$ cat src/rtl/seq7_pkg.sv
// seq7_pkg: shared definitions for the 7-state code checker.
//   - the seven legal 4-bit codes, in sequence order
//   - tracker state enum {HUNT, VERIFY, LOCKED}
//   - next_code / code_index / code_legal helpers
package seq7_pkg;

    localparam logic [3:0] C0 = 4'b0000;  // seed, appears once at start
    localparam logic [3:0] C1 = 4'b0010;
    localparam logic [3:0] C2 = 4'b0101;
    localparam logic [3:0] C3 = 4'b0011;
    localparam logic [3:0] C4 = 4'b0100;
    localparam logic [3:0] C5 = 4'b0110;
    localparam logic [3:0] C6 = 4'b0001;  // last of the repeating loop

    typedef enum logic [1:0] {
        HUNT   = 2'd0,
        VERIFY = 2'd1,
        LOCKED = 2'd2
    } state_e;

    function automatic logic code_legal(input logic [3:0] c);
        logic ok;
        case (c)
            C0, C1, C2, C3, C4, C5, C6: ok = 1'b1;
            default:                    ok = 1'b0;
        endcase
        return ok;
    endfunction

    // Successor in the stream; the loop re-enters at C1, never at C0.
    function automatic logic [3:0] next_code(input logic [3:0] c);
        logic [3:0] n;
        case (c)
            C0:      n = C1;
            C1:      n = C2;
            C2:      n = C3;
            C3:      n = C4;
            C4:      n = C5;
            C5:      n = C6;
            C6:      n = C1;
            default: n = C0;
        endcase
        return n;
    endfunction

    function automatic logic [2:0] code_index(input logic [3:0] c);
        logic [2:0] i;
        case (c)
            C1:      i = 3'd1;
            C2:      i = 3'd2;
            C3:      i = 3'd3;
            C4:      i = 3'd4;
            C5:      i = 3'd5;
            C6:      i = 3'd6;
            default: i = 3'd0;
        endcase
        return i;
    endfunction

endpackage

$ cat src/rtl/seq7_code_decoder.sv
// seq7_code_decoder: combinational classification of one 4-bit code.
// Ports:
//   code  in  [3:0]  code to classify
//   legal out        code is one of the seven sequence codes
//   idx   out [2:0]  sequence position (0 for 0000 and for illegal codes)
//   nxt   out [3:0]  successor code
module seq7_code_decoder
    import seq7_pkg::*;
(
    input  logic [3:0] code,
    output logic       legal,
    output logic [2:0] idx,
    output logic [3:0] nxt
);

    always_comb begin
        legal = code_legal(code);
        idx   = code_index(code);
        nxt   = next_code(code);
    end

endmodule

$ cat config.mk
export PLATFORM = sky130hd
export DESIGN_NAME = seq7_code_decoder
export DESIGN_NICKNAME = d
export VERILOG_FILES = /design/src/rtl/seq7_pkg.sv /design/src/rtl/seq7_code_decoder.sv
export SDC_FILE = /design/constraint.sdc
export NUM_CORES = 1
export LEC_CHECK = 0
export ABC_AREA = 1
export BUFFER_PORTS_ARGS = -buffer_cell sky130_fd_sc_hd__buf_2
export CAP_MARGIN = 0
export CORE_AREA = 2 2 39 41
export DETAILED_ROUTE_END_ITERATION = 10
export DIE_AREA = 0 0 41 43
export SETUP_SLACK_MARGIN = 0.02
export SYNTH_ARGS = -nofsm -noshare
export SYNTH_HDL_FRONTEND = slang
export SYNTH_SLANG_ARGS = --single-unit
$ cat constraint.sdc
create_clock -name vclk -period 0.8
set_input_delay 0.08 -clock vclk [all_inputs]
set_output_delay 0.08 -clock vclk [all_outputs]
set_load 0.01 [all_outputs]
After elaboration in Yosys (flattened, before gate mapping). Cells that the tools add are included.

Register bits after elaboration: 0. Output and inout port bits: 8.

Multiplexer cells: 3. Eq/ne operators: 6. Reductions and logical operators: 3.

Operators by type and width (count): 3-bit one-hot mux with 6 select lines (2); 4-bit by 3-bit equality test with 1-bit output, second input constant (3); 4-bit by 2-bit equality test with 1-bit output, second input constant (2); 7-bit OR reduction (1); 4-bit by 1-bit equality test with 1-bit output, second input constant (1); 4-bit zero test (1); 2-bit OR reduction (1); 1-bit 2-to-1 mux (1).

Depth between registers and ports, before layout.
Depth in word-level cells: 3. Mapped depth: 4.

Least setup slack after synthesis. Ideal clock, no wire load.

Kind: input to output. From: input code[1]. To: output idx[2]. Required time: 720 ps. Data arrival time: 462 ps. Setup slack: 258 ps. Stages: 3. Cell sequence: nor2_2 nand2_1 nand3_1.

Cells in the longest elaborated chain, start to end: 2.

Ends and longest elaborated chain: start, declared (RTL line seq7_code_decoder.sv:10) `input logic [3:0] code,`; 4-bit by 1-bit equality test with 1-bit output (tied with other cells) (RTL line seq7_pkg.sv:48) `case (c)`; 3-bit one-hot mux with 6 select lines (*) (RTL line seq7_pkg.sv:48); end, declared (RTL line seq7_code_decoder.sv:12) `output logic [2:0] idx,`.

Mark *: on every way between the ends. The rest lies on a longest branch, timed or not.

Final worst setup path. Same ends and word-level chain as after synthesis.

==> metrics.md <==
| Metric | Value |
|---|---|
| Total Wirelength | `~340 um` |
| Pwr Total | `97.94 uW` |
| Fin util | `0.1401` |
| Nets | `between 40 and 50` |
| Cell area after layout | `193.9 um2` |
| Fraction of layout cells with a size suffix above 1 | `0.4167` |
| Final GP Congestion | `0.4182` |
| Fin. Hold Viols | `0` |
| Clock Buffer Count | `0` |
| Final Cycle Share | `0.9012` |
| Die ar. | `~1800 um2` |
| Synth Net Count | `30` |
| HPWL Detailed | `292.9 um` |
| Die W | `41 um` |
| Min-delay worst type | `input pin to primary output` |
| Synth area leader | `nand2_1` |
| Critical Path Start Type | `input pin` |
| Max Slew Vio Count | `0` |
| Crit Path Class | `input pin to primary output` |
| Row cnt | `14` |
| Placed Area | `around 180 um2` |
| Crit path DAT | `around 0.64 ns` |
| WP data required | `0.72 ns` |
| PortBufs | `11` |
| Status | `finished clean` |
| GRT overflow | `0` |
| Sequential share of the synthesized area | `0` |
| IO Pins | `12` |
| Number of distinct library cells after synthesis | `10` |
| Post-synthesis cell count | `26` |
| Minimum hold slack | `0.5017 ns` |
| Critical Path End Type | `primary output` |
| Pwr dens | `505.0 nW/um2` |
| Commonest cells after routing, fill and taps aside | `nand2_1, buf_2, inv_1, nor2_1` |
| Setup violators final | `0` |
| DR iter-0 viols | `5` |
| Min Tclk post-route | `approximately 0.72 ns` |
| Area growth syn-to-layout | `70.33%` |
| Die Y-Extent | `between 40 and 50 um` |
| Total negative setup slack | `0 ns` |
| First-pass GRT wire length | `372 um` |
| Antenna fix cells | `0` |
| ANT nets after route | `0` |
| Max Cap Viol | `0` |
| Seq. cell area | `0 um2` |
| Vias | `171` |
| Initial core utilization | `0.08228` |
| Synth warn | `0` |
| Leakage | `roughly 0.00012 uW` |
| Top cells by area, synth | `nand2_1, nor2_2, inv_1` |
| Fillers | `158` |
| Total global-route track usage | `0.02697` |
| Share of the synthesized area in the top cell type | `0.3297` |
| Largest net degree at the start of global routing | `6` |
| Mapped Avg Cell Area | `4.379 um2` |
| Area occupied by multi-input gates | `101.3 um2` |
| Remaining DRCs | `0` |
| Initial antenna violation count | `0` |
| Vias in the first global route | `around 120` |
| Core ar. | `1384 um2` |
| Worst-path fanout max | `5` |
| Drt pass-1 iters | `2` |
| Mapped Area | `around 110 um2` |
| FF+latch count | `0` |
| Max VDD drop | `64.93 uV` |
| Mean number of vias per cell | `3.288` |
| RSZ-0062 raised after global routing | `no` |
| Routed WL per cell | `6.577 um` |
| Fmax | `1387 MHz` |
## cell families after synthesis
kind of cell    share of synthesized area
buf+inv                            0.1978
simple gates                       0.7253
other cells                       0.03294
compound gates                    0.04391
## worst paths after layout
check	startpoint	depth (start not counted)	slack, ns	endpoint
hold / removal	code[1]	3	0.50	nxt[1]
setup / recovery	code[1]	6	0.08	idx[2]
## cells in the mapped netlist (all sizes together)
| cell type | instances |
|---|---|
| a21oi | 1 |
| nand3 | 2 |
| buf | 1 |
| nand2 | 10 |
| conb | 1 |
| nor2 | 6 |
| nor3 | 1 |
| inv | 4 |
## metal layers
metal  track usage  up-vias  share of wire
met4             0        0              0
met3             0        0           0.11
met5             0        -              0
met1       0.02532       67           0.43
li1              -       97              -
met2       0.05938        7           0.46
## worst max-delay path, cell delays in order
cell	delay (ns)
buf_2	0.15
inv_2	0.05
nor2_2	0.09
nand2_1	0.07
nand3_1	0.07
buf_2	0.13
## power by group
part	switching, uW	internal, uW	leakage, uW	total (uW)
clock network	0	0	0	0
logic	59.3	38.6	0.000125	97.9
registers	0	0	0	0
total	59.3	38.6	0.000125	97.9
## area by class of cell
cell class	count	area share
Inverter	4	0.07742
Tap cell	16	0.1032
Timing Repair Buffer	11	0.2968
Multi-Input combinational cell	21	0.5226
## through the flow
step | cells | setup slack [ns]
detailed placement | 52 | 0.05991
finish | 52 | 0.07901
global placement | 52 | 0.06003
global route | 52 | 0.02032
floorplan | 26 | 0.2580
CTS | 52 | 0.05296
## what timing repair did
item | CTS | global route
setup buffers | 0 | 0
hold buffers | 0 | 0
gates resized for setup | 0 | 3
setup endpoints to repair | 0 | 3
(Power assumes the default switching activity.)
